### config.mk
export PLATFORM = sky130hd
export DESIGN_NAME = pose_sequencer_flat
export DESIGN_NICKNAME = d
export VERILOG_FILES = /design/src/rtl/pose_sequencer_pkg.sv /design/src/rtl/pose_sequencer_if.sv /design/src/rtl/pose_sequencer_servo_ramp.sv /design/src/rtl/pose_sequencer.sv /design/src/flat_wrapper.sv
export SDC_FILE = /design/constraint.sdc
export NUM_CORES = 1
export LEC_CHECK = 0
export CAP_MARGIN = 15
export CELL_PAD_IN_SITES_DETAIL_PLACEMENT = 2
export CELL_PAD_IN_SITES_GLOBAL_PLACEMENT = 2
export CORE_MARGIN = 4
export CORE_UTILIZATION = 46
export DETAILED_ROUTE_END_ITERATION = 12
export PLACE_DENSITY_LB_ADDON = 0.1
export SLEW_MARGIN = 30
export SYNTH_ARGS = -nofsm -noshare
export SYNTH_HDL_FRONTEND = slang
export SYNTH_SLANG_ARGS = --single-unit
export TNS_END_PERCENT = 10
### constraint.sdc
create_clock -name controller_clk -period 7.65 [get_ports controller_clk]
set_input_delay 1.53 -clock controller_clk [delete_from_list [all_inputs] [get_ports controller_clk]]
set_output_delay 1.53 -clock controller_clk [all_outputs]
set_load 0.005 [all_outputs]
### src/rtl/pose_sequencer_pkg.sv
// Shared types and constants for the pose record/replay sequencer.
// Widths, FSM encoding, servo default and keyboard status bit positions.
package pose_sequencer_pkg;

    localparam int SERVO_W       = 13;
    localparam int PTR_W         = 5;
    localparam int SERVO_DEFAULT = 150;

    // Bit positions of the record/play keys within the keyboard status bus
    localparam int KEY_SPACE = 8;
    localparam int KEY_ENTER = 9;

    typedef logic [SERVO_W-1:0] servo_t;
    typedef logic [PTR_W-1:0]   ptr_t;

    typedef enum logic [1:0] {
        ST_IDLE = 2'd0,
        ST_RAMP = 2'd1,
        ST_HOLD = 2'd2
    } seq_state_t;

endpackage

### src/rtl/pose_sequencer_if.sv
// Live servo bus in, sequenced servo bus out, plus key levels and status.
// master drives the live side; slave is the sequencer.
interface pose_sequencer_if;
    import pose_sequencer_pkg::*;

    servo_t i_servo0;
    servo_t i_servo1;
    servo_t i_servo2;
    servo_t i_servo3;
    logic   i_key_record;
    logic   i_key_play;
    logic   i_key_clear;

    servo_t o_servo0;
    servo_t o_servo1;
    servo_t o_servo2;
    servo_t o_servo3;
    logic   o_replaying;
    ptr_t   o_tot_state;
    ptr_t   o_current_state;
    logic   o_full;

    modport master (
        output i_servo0, i_servo1, i_servo2, i_servo3,
        output i_key_record, i_key_play, i_key_clear,
        input  o_servo0, o_servo1, o_servo2, o_servo3,
        input  o_replaying, o_tot_state, o_current_state, o_full
    );

    modport slave (
        input  i_servo0, i_servo1, i_servo2, i_servo3,
        input  i_key_record, i_key_play, i_key_clear,
        output o_servo0, o_servo1, o_servo2, o_servo3,
        output o_replaying, o_tot_state, o_current_state, o_full
    );

endinterface

### src/rtl/pose_sequencer_servo_ramp.sv
// One servo channel: step toward target by at most STEP, never overshooting.
// Purely combinational; no flow control.
module servo_ramp
    import pose_sequencer_pkg::*;
#(
    parameter int STEP = 10
) (
    input  servo_t cur,
    input  servo_t tgt,
    output servo_t nxt,
    output logic   at_target
);

    localparam logic signed [SERVO_W:0] STEP_S = (SERVO_W+1)'(STEP);

    logic signed [SERVO_W:0] diff;

    always_comb begin
        diff = $signed({1'b0, tgt}) - $signed({1'b0, cur});
        if (diff > STEP_S) begin
            nxt = cur + servo_t'(STEP);
        end else if (diff < -STEP_S) begin
            nxt = cur - servo_t'(STEP);
        end else begin
            nxt = tgt;
        end
    end

    assign at_target = (nxt == tgt);

endmodule

### src/rtl/pose_sequencer.sv
// Records four-servo poses on a key edge and replays them with rate-limited ramps and holds.
// Outputs follow live inputs combinationally when idle; replay values are registered, one tick per step.
module pose_sequencer
    import pose_sequencer_pkg::*;
#(
    parameter int DEPTH         = 16,
    parameter int RAMP_STEP     = 10,
    parameter int HOLD_TICKS    = 5,
    parameter int SERVO_DEFAULT = pose_sequencer_pkg::SERVO_DEFAULT
) (
    input logic              controller_clk,
    input logic              i_rst_n,
    pose_sequencer_if.slave  bus
);

    localparam int              AW        = (DEPTH > 1) ? $clog2(DEPTH) : 1;
    localparam int              HW        = (HOLD_TICKS > 1) ? $clog2(HOLD_TICKS) : 1;
    localparam ptr_t            DEPTH_P   = PTR_W'(DEPTH);
    localparam logic [HW-1:0]   HOLD_LAST = HW'(HOLD_TICKS - 1);

    seq_state_t    state_q, state_nxt;
    logic          rec_q, play_q, clr_q;
    logic          rec_ev, play_ev, clr_ev;
    logic          replaying_q;
    ptr_t          tot_q, cur_q;
    logic [HW-1:0] hold_q;

    servo_t        live    [4];
    servo_t        rep_q   [4];
    servo_t        rep_nxt [4];
    servo_t        tgt     [4];
    logic [3:0]    at_tgt;

    // Not reset: content only matters below tot_q, which reset clears
    servo_t        pose_mem [4][DEPTH];

    logic has_poses, full, last_pose, hold_done, all_at;
    logic do_clear, do_record, do_start, do_step, do_hold_clr, do_hold_inc, do_advance;

    assign live[0] = bus.i_servo0;
    assign live[1] = bus.i_servo1;
    assign live[2] = bus.i_servo2;
    assign live[3] = bus.i_servo3;

    assign rec_ev  = bus.i_key_record & ~rec_q;
    assign play_ev = bus.i_key_play   & ~play_q;
    assign clr_ev  = bus.i_key_clear  & ~clr_q;

    assign has_poses = (tot_q != '0);
    assign full      = (tot_q == DEPTH_P);
    assign last_pose = ((cur_q + PTR_W'(1)) == tot_q);
    assign hold_done = (hold_q == HOLD_LAST);
    assign all_at    = &at_tgt;

    for (genvar c = 0; c < 4; c++) begin : g_ramp
        assign tgt[c] = pose_mem[c][cur_q[AW-1:0]];

        servo_ramp #(.STEP(RAMP_STEP)) u_ramp (
            .cur       (rep_q[c]),
            .tgt       (tgt[c]),
            .nxt       (rep_nxt[c]),
            .at_target (at_tgt[c])
        );
    end

    always_ff @(posedge controller_clk or negedge i_rst_n) begin
        if (!i_rst_n) begin
            state_q <= ST_IDLE;
        end else begin
            state_q <= state_nxt;
        end
    end

    always_comb begin
        state_nxt = state_q;
        unique case (state_q)
            ST_IDLE: begin
                if (!clr_ev && !rec_ev && play_ev && has_poses) begin
                    state_nxt = ST_RAMP;
                end
            end
            ST_RAMP: begin
                if (play_ev) begin
                    state_nxt = ST_IDLE;
                end else if (all_at) begin
                    state_nxt = ST_HOLD;
                end
            end
            ST_HOLD: begin
                if (play_ev) begin
                    state_nxt = ST_IDLE;
                end else if (hold_done) begin
                    state_nxt = last_pose ? ST_IDLE : ST_RAMP;
                end
            end
            default: state_nxt = ST_IDLE;
        endcase
    end

    // Datapath strobes; a play edge during replay suppresses every update (abort)
    always_comb begin
        do_clear    = 1'b0;
        do_record   = 1'b0;
        do_start    = 1'b0;
        do_step     = 1'b0;
        do_hold_clr = 1'b0;
        do_hold_inc = 1'b0;
        do_advance  = 1'b0;
        unique case (state_q)
            ST_IDLE: begin
                if (clr_ev) begin
                    do_clear = 1'b1;
                end else if (rec_ev) begin
                    do_record = ~full;
                end else if (play_ev) begin
                    do_start = has_poses;
                end
            end
            ST_RAMP: begin
                if (!play_ev) begin
                    do_step     = 1'b1;
                    do_hold_clr = all_at;
                end
            end
            ST_HOLD: begin
                if (!play_ev) begin
                    do_hold_inc = ~hold_done;
                    do_advance  = hold_done & ~last_pose;
                end
            end
            default: ;
        endcase
    end

    always_ff @(posedge controller_clk or negedge i_rst_n) begin
        if (!i_rst_n) begin
            rec_q       <= 1'b0;
            play_q      <= 1'b0;
            clr_q       <= 1'b0;
            replaying_q <= 1'b0;
            tot_q       <= '0;
            cur_q       <= '0;
            hold_q      <= '0;
            for (int c = 0; c < 4; c++) begin
                rep_q[c] <= servo_t'(SERVO_DEFAULT);
            end
        end else begin
            rec_q       <= bus.i_key_record;
            play_q      <= bus.i_key_play;
            clr_q       <= bus.i_key_clear;
            replaying_q <= (state_nxt != ST_IDLE);

            if (do_clear) begin
                tot_q <= '0;
            end else if (do_record) begin
                tot_q <= tot_q + PTR_W'(1);
            end

            if (do_start) begin
                cur_q <= '0;
            end else if (do_advance) begin
                cur_q <= cur_q + PTR_W'(1);
            end

            if (do_hold_clr) begin
                hold_q <= '0;
            end else if (do_hold_inc) begin
                hold_q <= hold_q + HW'(1);
            end

            // Starting from the live pose avoids a jump at the start of replay
            for (int c = 0; c < 4; c++) begin
                if (do_start) begin
                    rep_q[c] <= live[c];
                end else if (do_step) begin
                    rep_q[c] <= rep_nxt[c];
                end
            end
        end
    end

    always_ff @(posedge controller_clk) begin
        if (do_record) begin
            for (int c = 0; c < 4; c++) begin
                pose_mem[c][tot_q[AW-1:0]] <= live[c];
            end
        end
    end

    assign bus.o_servo0        = replaying_q ? rep_q[0] : live[0];
    assign bus.o_servo1        = replaying_q ? rep_q[1] : live[1];
    assign bus.o_servo2        = replaying_q ? rep_q[2] : live[2];
    assign bus.o_servo3        = replaying_q ? rep_q[3] : live[3];
    assign bus.o_replaying     = replaying_q;
    assign bus.o_tot_state     = tot_q;
    assign bus.o_current_state = cur_q;
    assign bus.o_full          = full;

endmodule

### src/flat_wrapper.sv
// flat-port wrapper written by rule: the top's interface ports become plain ports
module pose_sequencer_flat import pose_sequencer_pkg::*;
#(
    parameter int DEPTH         = 16,
    parameter int RAMP_STEP     = 10,
    parameter int HOLD_TICKS    = 5,
    parameter int SERVO_DEFAULT = pose_sequencer_pkg::SERVO_DEFAULT
)
  (controller_clk, i_rst_n, bus_i_servo0, bus_i_servo1, bus_i_servo2, bus_i_servo3, bus_i_key_record, bus_i_key_play, bus_i_key_clear, bus_o_servo0, bus_o_servo1, bus_o_servo2, bus_o_servo3, bus_o_replaying, bus_o_tot_state, bus_o_current_state, bus_o_full);
  pose_sequencer_if bus_i ();
  input logic controller_clk;
  input logic i_rst_n;
  input wire logic [$bits(bus_i.i_servo0)-1:0] bus_i_servo0;
  input wire logic [$bits(bus_i.i_servo1)-1:0] bus_i_servo1;
  input wire logic [$bits(bus_i.i_servo2)-1:0] bus_i_servo2;
  input wire logic [$bits(bus_i.i_servo3)-1:0] bus_i_servo3;
  input wire logic [$bits(bus_i.i_key_record)-1:0] bus_i_key_record;
  input wire logic [$bits(bus_i.i_key_play)-1:0] bus_i_key_play;
  input wire logic [$bits(bus_i.i_key_clear)-1:0] bus_i_key_clear;
  output wire logic [$bits(bus_i.o_servo0)-1:0] bus_o_servo0;
  output wire logic [$bits(bus_i.o_servo1)-1:0] bus_o_servo1;
  output wire logic [$bits(bus_i.o_servo2)-1:0] bus_o_servo2;
  output wire logic [$bits(bus_i.o_servo3)-1:0] bus_o_servo3;
  output wire logic [$bits(bus_i.o_replaying)-1:0] bus_o_replaying;
  output wire logic [$bits(bus_i.o_tot_state)-1:0] bus_o_tot_state;
  output wire logic [$bits(bus_i.o_current_state)-1:0] bus_o_current_state;
  output wire logic [$bits(bus_i.o_full)-1:0] bus_o_full;
  assign bus_i.i_servo0 = bus_i_servo0;
  assign bus_i.i_servo1 = bus_i_servo1;
  assign bus_i.i_servo2 = bus_i_servo2;
  assign bus_i.i_servo3 = bus_i_servo3;
  assign bus_i.i_key_record = bus_i_key_record;
  assign bus_i.i_key_play = bus_i_key_play;
  assign bus_i.i_key_clear = bus_i_key_clear;
  assign bus_o_servo0 = bus_i.o_servo0;
  assign bus_o_servo1 = bus_i.o_servo1;
  assign bus_o_servo2 = bus_i.o_servo2;
  assign bus_o_servo3 = bus_i.o_servo3;
  assign bus_o_replaying = bus_i.o_replaying;
  assign bus_o_tot_state = bus_i.o_tot_state;
  assign bus_o_current_state = bus_i.o_current_state;
  assign bus_o_full = bus_i.o_full;
  pose_sequencer #(.DEPTH(DEPTH), .RAMP_STEP(RAMP_STEP), .HOLD_TICKS(HOLD_TICKS), .SERVO_DEFAULT(SERVO_DEFAULT)) u_core (.controller_clk(controller_clk), .i_rst_n(i_rst_n), .bus(bus_i));
endmodule
==> After elaboration in Yosys (flattened, before gate mapping) <==
Memories as Yosys holds them, arrays and structs flattened.
Cells that the tools add are included.
{ "totals": {"out_inout_bits": 64, "inputBits": 57, "ram_bits": 832, "mem_count": 1, "wordCells": 140, "register_bits": 71} }
{ "memory_table": {"columns": ["memory", "words", "word_bits", "read_ports", "rd_clocked_by_memory_dff", "wr", "line_no", "source"], "rows": [
  ["u_core.pose_mem", 4, 208, 4, 0, 4, "pose_sequencer.sv:35", "servo_t pose_mem [4][DEPTH];"]
]} }
{ "classes": {"bitwise_logic": 12, "n_addsub": 15, "n_mux": 66, "order_cmp": 11, "n_reduce_logical": 14, "eq_ne": 9} }
{ "ops": {"columns": ["cell", "count"], "rows": [
  ["$mux 13", 29],
  ["$bmux 13 s4", 4],
  ["$mux 208", 1],
  ["$gt 14x5->1 const B", 4],
  ["$lt 14x5->1 const B", 4],
  ["$sub 13x13->14", 4],
  ["$add 13x4->13 const B", 4],
  ["$demux 13 s4", 1],
  ["$eq 13x13->1", 4],
  ["$sub 13x4->13 const B", 4],
  ["$mux 5", 4],
  ["$mux 1", 19],
  ["$add 5x1->5 const B", 2],
  ["$ge 5x5->1 const B", 2],
  ["$mux 2", 5],
  ["$not 4->5", 2],
  ["$reduce_bool 2->1", 5],
  ["$mux 3", 2],
  ["$not 1->1", 6],
  ["$pmux 2 s3", 1],
  ["$eq 5x5->1", 1],
  ["$eq 5x5->1 const B", 1],
  ["$lt 5x1->1 const B", 1],
  ["$reduce_bool 5->1", 1],
  ["other kinds (9)", 16]
]} }

==> Longest topological paths before layout <==
Gate-level depths: netlist (run 1).
{ "logic_depth": {"depth_word": 14, "depth_mapped": 28, "depth_no_buf": 19} }

==> By module <==
A second synthesis (run 1) with hierarchy kept.
{ "unflattened": {"hier_cells": 2596, "area_unflattened_um2": 42509.5} }
{ "modules_own_cells": {"columns": ["module", "cells_each", "area_per_inst_um2", "instances", "seq_area_each_um2"], "rows": [
  ["pose_sequencer", 1508, 35222.5, 1, 26780.7],
  ["servo_ramp", 272, 1821.7, 4, 0.0]
]} }

==> Worst setup path before layout (run 1) <==
No wires, ideal clock.
{ "synth_timing": {"path_type": "reg-to-reg", "from": "reg u_core.cur_q[1] (netlist: u_core.bus.o_current_state[1])", "to": "reg u_core.hold_q[0]", "arrival_time_ns": 6.915, "synth_period_minus_slack_ns": 7.039, "stages_incl_launch_ff": 26, "t_required_ns": 7.526, "setup_time_ns": 0.124, "path_buffers": 9, "slack_ns": 0.611, "path_cell_list": "dfrtp_1 > buf_4 > buf_4 > buf_2 > buf_2 > buf_2 > buf_2 > buf_1 > clkbuf_1 > mux4_2 > mux4_2 > ha_1 > buf_2 > o211ai_1 > a21o_1 > a211oi_1 > mux2i_1 > o311ai_0 > nor4_2 > nor2_1 > a221oi_2 > nand4_1 > a2111o_1 > or4_4 > nor3_4 > nor2_1"} }
{ "synth_via": {"elab_chain_len": 13, "elab_cells_between_ends": 42, "classes_between": "4 x add/sub; 8 x order compare; 4 x eq/ne; 23 x mux; 1 x bitwise; 2 x reduce/logical"} }
{ "synth_lines": {"columns": ["item", "line_no", "source"], "rows": [
  ["start: declaration", "pose_sequencer.sv:25", "ptr_t tot_q, cur_q;"],
  ["start signal: assignment", "pose_sequencer.sv:162", "cur_q <= cur_q + PTR_W'(1);"],
  ["$not 4->5 (implied by the code) *", "pose_sequencer.sv:56", "assign tgt[c] = pose_mem[c][cur_q[AW-1:0]];"],
  ["$bmux 13 s4", "pose_sequencer.sv:56", null],
  ["$mux 13 (implied by the code) (2 in a row)", "pose_sequencer.sv:56", null],
  ["$sub 13x13->14", "pose_sequencer_servo_ramp.sv:19", "diff = $signed({1'b0, tgt}) - $signed({1'b0, cur});"],
  ["$lt 14x5->1", "pose_sequencer_servo_ramp.sv:22", "end else if (diff < -STEP_S) begin"],
  ["$mux 13", "pose_sequencer_servo_ramp.sv:22", null],
  ["$mux 13", "pose_sequencer_servo_ramp.sv:20", "if (diff > STEP_S) begin"],
  ["$eq 13x13->1", "pose_sequencer_servo_ramp.sv:29", "assign at_target = (nxt == tgt);"],
  ["$reduce_and 4->1 *", "pose_sequencer.sv:53", "assign all_at = &at_tgt;"],
  ["$mux 1 *", "pose_sequencer.sv:120", "if (!play_ev) begin"],
  ["$mux 1 *", "pose_sequencer.sv:109", "unique case (state_q)"],
  ["$mux 3 or $reduce_bool 2->1 (tied branches)", null, null],
  ["end signal: assignment", "pose_sequencer.sv:168", "hold_q <= hold_q + HW'(1);"],
  ["end: declaration", "pose_sequencer.sv:26", "logic [HW-1:0] hold_q;"]
]} }
Every way passes the cells marked *; elsewhere a longest branch is shown, timed or not. The select of a mux whose other input is x is not followed.
A chain may end at the register's enable or synchronous reset.

==> Worst setup path in the final report (run 1) <==
{ "layout_timing": {"from": "reg u_core.cur_q[0] (netlist: u_core.bus.o_current_state[0])", "to": "reg u_core.hold_q[0]"} }
The elaborated chain is that of the path after synthesis.

==> results list, run 1 <==
* Port bufs: 120
* Tightest hold margin: 0.594 ns
* Final Util: between 50 and 60%
* Placed wire-length estimate: 102000 µm
- In this run the static leakage power is 15.9 nW.
- Data arrival, critical path: 7.77 ns
- Proportion of synthesized area in mux cells: 15.1%
* Setup Buffers After CTS: 0
* Kind of path behind the tightest hold check: flip-flop to flip-flop
- TritonCTS built the clock tree.
* Buffers and inverters on the worst path: 2
- Final sum of negative setup slack: 0 ns
* Routed len/inst: 36.8 µm
- Worst path slowest cell: dfrtp_4
* Worst slew margin relative to its limit: 30.9%
* Number of gates resized after cts: 0
- Number of standard-cell rows in the floorplan: 111
- The number of global-route vias before repair came to 30748.
* Largest net degree at the start of global routing: 60
* Clock group share of total power: 28.6%
- After synthesis the cells add up to 42900 µm².
- Quantity of hold-fixing buffers added after cts: 0
- The core region is 92100 µm².
* Switching fraction of total power: between 30% and 40%
* Launching instance or port of the critical path: u_core.bus.o_current_state[0]
- Largest stage delay on the critical path: around 0.70 ns
- Of the total synthesized cell area, the portion taken by AND, OR, NAND and NOR gates is 6.90%.
- Along the worst path, the maximum fanout reaches 33.
- Pin slew with the least headroom to its limit: a little over 1 ns
* Final Critical Period: 7.22 ns
* Die height: 313 µm
- Internal power comes to 0.0102 W.
* Clock-pin transition on the worst setup and hold timing paths: around 0.070 ns
- Critical Setup Path Class: flip-flop to flip-flop
- After global routing the overflow that remains totals 0.
* Detailed-route via count: 28485
- Total Die Area: ~98000 µm²
- Effective utilization at floorplan: 46.6%
* Horiz. Die Dim: 313 µm
- For this run, the register share of the synthesized area comes to roughly 62%.
- Longest Clk Path Bufs: 3
* Post-layout nets: 3072
- Among all flip-flop cells after synthesis, the most frequent one is edfxtp_1.
- Across the run, the number of max-cap violations was 0.
* Top cell type's share of synthesized area: 58.2%
* Cell depth of the worst flop-to-flop path: 20
* Required time at the endpoint of the critical path: around 8.2 ns
- GP Congestion: 0.897
- Worst setup endpoint: u_core.hold_q[0]
- A synthesized cell averages 15.5 µm².
- First-pass GRT wire length: 228000 µm
- Ordered cell list for the critical path: buf_12 > mux4_2 > mux2_2 > o21ai_0 > ha_1 > fa_1 > nand2b_1 > a21oi_1 > nor3_1 > o22ai_1 > or4_1 > o21ai_1 > buf_4 > a21oi_1 > o21ai_0 > o211a_1 > nand4_1 > or4_4 > nor3_4 > nor2_1
- Clock Tree Root: clkbuf_16
- Worst reg-to-reg setup slack: roughly 0.43 ns
- Clock tree synthesis found a total of 903 sinks.
* Setup repair after global routing missed its margin: false
- After detailed routing, the number of remaining DRC violations is 0.
* Terminus of the critical flop-to-flop path: u_core.hold_q[0]
- Length of the first detailed-routing pass in iterations: 6
- Adder and majority cell fraction of the synthesized area: 2.14%
- When the netlist entered floorplanning its net count stood at 2895.
- From synthesis to final layout, the design area changed by 14.2%.
* Sw power: 0.00589 W
- Maximum clock rate: 0.139 GHz
- Setup violations remaining at the end of the flow were counted as 0.
- Compound-cell area share of the yosys netlist: 9.02%
- Dominant combinational cell family by area after synthesis: multiplexers
- Peak VDD IR: around 0.26 mV
- Number of cells produced by synthesis: approximately 2800
- The clock tree synthesis step divided the H-tree into 3 levels.
* Number of antenna violations at the first check in global routing: 12
- Counting flops with an async set or reset pin after synthesis yields a share of 7.86%.
* Clock latency on the worst-skew pair: ~0.7 ns
* Number of hold violations in the final report: 0
- Synthesis inferred roughly 900 register bits.
* Xor/xnor cell area share of the yosys netlist: around 2.0%
- STA classifies the critical path endpoint as a flip-flop.
* Sum of routed wire length over all layers: 157000 µm
- Cells with a size suffix above 1 make up between 20% and 30% of the layout.
- During synthesis, Yosys emitted a total of 0 warnings.
- Total CTS buffers: 96
- Top Family by Delay on Critical Path: compound AO/OA/AOI/OAI gates
- Combinational logic is responsible for 33.4% of the overall power.
- Sequential cell fraction of total power: 38.0%
* Number of distinct standard cells referenced by the synthesized netlist: 96
- The worst hold path begins at u_core.rep_q[38].
* Ratio of total power to cell area: 329 nW/µm²
* Run status: complete, no violations
* Post-DRT Antenna Nets: 0
- In this run the number of cells on the critical path is 20.
- In the layout the commonest cells are edfxtp_1 (832), mux4_2 (232), nor2_1 (143).
- In the finished design, the share of the clock period the worst path needs comes to 94.3%.
* DRT iter0 DRCs: 3400
* Via count normalized by instance count: 6.66
- Final Skew: around 0.047 ns
* Aggregate global-route resource usage: around 32%
- Yosys attributes the largest share of cell area to edfxtp_1 (58%), mux4_2 (12%), dfrtp_1 (3.2%).
- Pin placement for this block handled 121 I/O pins.
- Yosys mapped a number of flops with a built-in enable equal to between 800 and 900.
* Final max-slew violation count: 0
- The worst setup path is launched from a flip-flop.
* Commonest non-fill, non-tap cell in the layout: edfxtp_1
- Biggest area consumer among synthesized cells: edfxtp_1
* Worst hold path cell count: 1
* Reg-to-Reg Start: u_core.bus.o_current_state[0]
==> power groups by stage <==
stage	combinational, W	sequential (W)	clock, W
detailed placement	0.00522	0.00620	0
CTS	0.00528	0.00610	0.00468
global route	0.00574	0.00614	0.00490
finish	0.00538	0.00612	0.00460
floorplan	0.00344	0.00587	0
global placement	0.00496	0.00621	0
==> cells in the mapped netlist (all sizes together) (31+ instances only) <==
cell type and n:
mux2 68, a221o 32, nand3 44, nand4 31, edfxtp 832, o21ai 117
dfrtp 55, nor2 144, a211oi 32, ha 67, inv 82, xnor2 69
buf 65, mux4 241, nor3 66, nand2 124, a22oi 43, a21oi 88
clkbuf 79
==> area by class of cell <==
cell class / count / area [µm²]
Tap cell: 1243 / 1560
Inverter: 89 / 334
Clock inverter: 48 / 445
Multi-Input combinational cell: 1631 / 15100
Sequential cell: 903 / 26800
Clock buffer: 129 / 2600
Fill cell: 8184 / 43100
Antenna cell: 8 / 20.0
Timing Repair Buffer: 223 / 2090
==> logic make-up (layout without fill, tap and decap cells) <==
family,after synthesis,count (layout)
flops,903,903
simple gates,585,585
xor+xnor,96,96
mux,332,332
fa+ha+maj,71,71
other cells,0,8
buf+inv,233,489
compound gates,547,547
==> registers in the layout (all words and copies together) (netlist names) <==
signal	cells
u_core.hold_q	3
u_core.clr_q	1
u_core.rec_q	1
u_core.play_q	1
u_core.bus.o_replaying	1
u_core.bus.o_tot_state	5
u_core.rep_q	52
u_core.bus.o_current_state	5
u_core.pose_mem	832
u_core.state_q	2
==> per-layer routing <==
layer  vias up  GRT usage [%]  wire [µm]
li1      11591              -          -
met1     15359           43.7      65300
met2      1252           52.8      76300
met3       279           5.56      10300
met4         4           10.3       5230
met5         -              0         24
==> metrics by stage <==
stage | total power (W) | area, µm² | setup slack [ns] | cells
after floorplan | 0.00932 | 42900 | 0.611 | 2767
after global placement | 0.0112 | 45900 | 0.594 | 4088
after detailed placement | 0.0114 | 45900 | 0.447 | 4089
after CTS | 0.0161 | 49000 | 0.384 | 4266
after global routing | 0.0168 | 49000 | 0.0775 | 4269
final | 0.0161 | 49000 | 0.435 | 4274
==> worst min-delay path by stage <==
stage	to	slack [ns]
finish	u_core.rep_q[38]	0.59
global route	u_core.rep_q[38]	0.62
CTS	u_core.rep_q[38]	0.59
detailed placement	u_core.rep_q[38]	0.57
global placement	u_core.hold_q[1]	0.56
floorplan	u_core.hold_q[1]	0.51
(Power assumes the default switching activity.)
==> run 2: changes to the inputs <==
- CAP_MARGIN: 15 -> unset
==> results of run 2 <==
Final layout, timing and power as in run 1 (identical DEF).
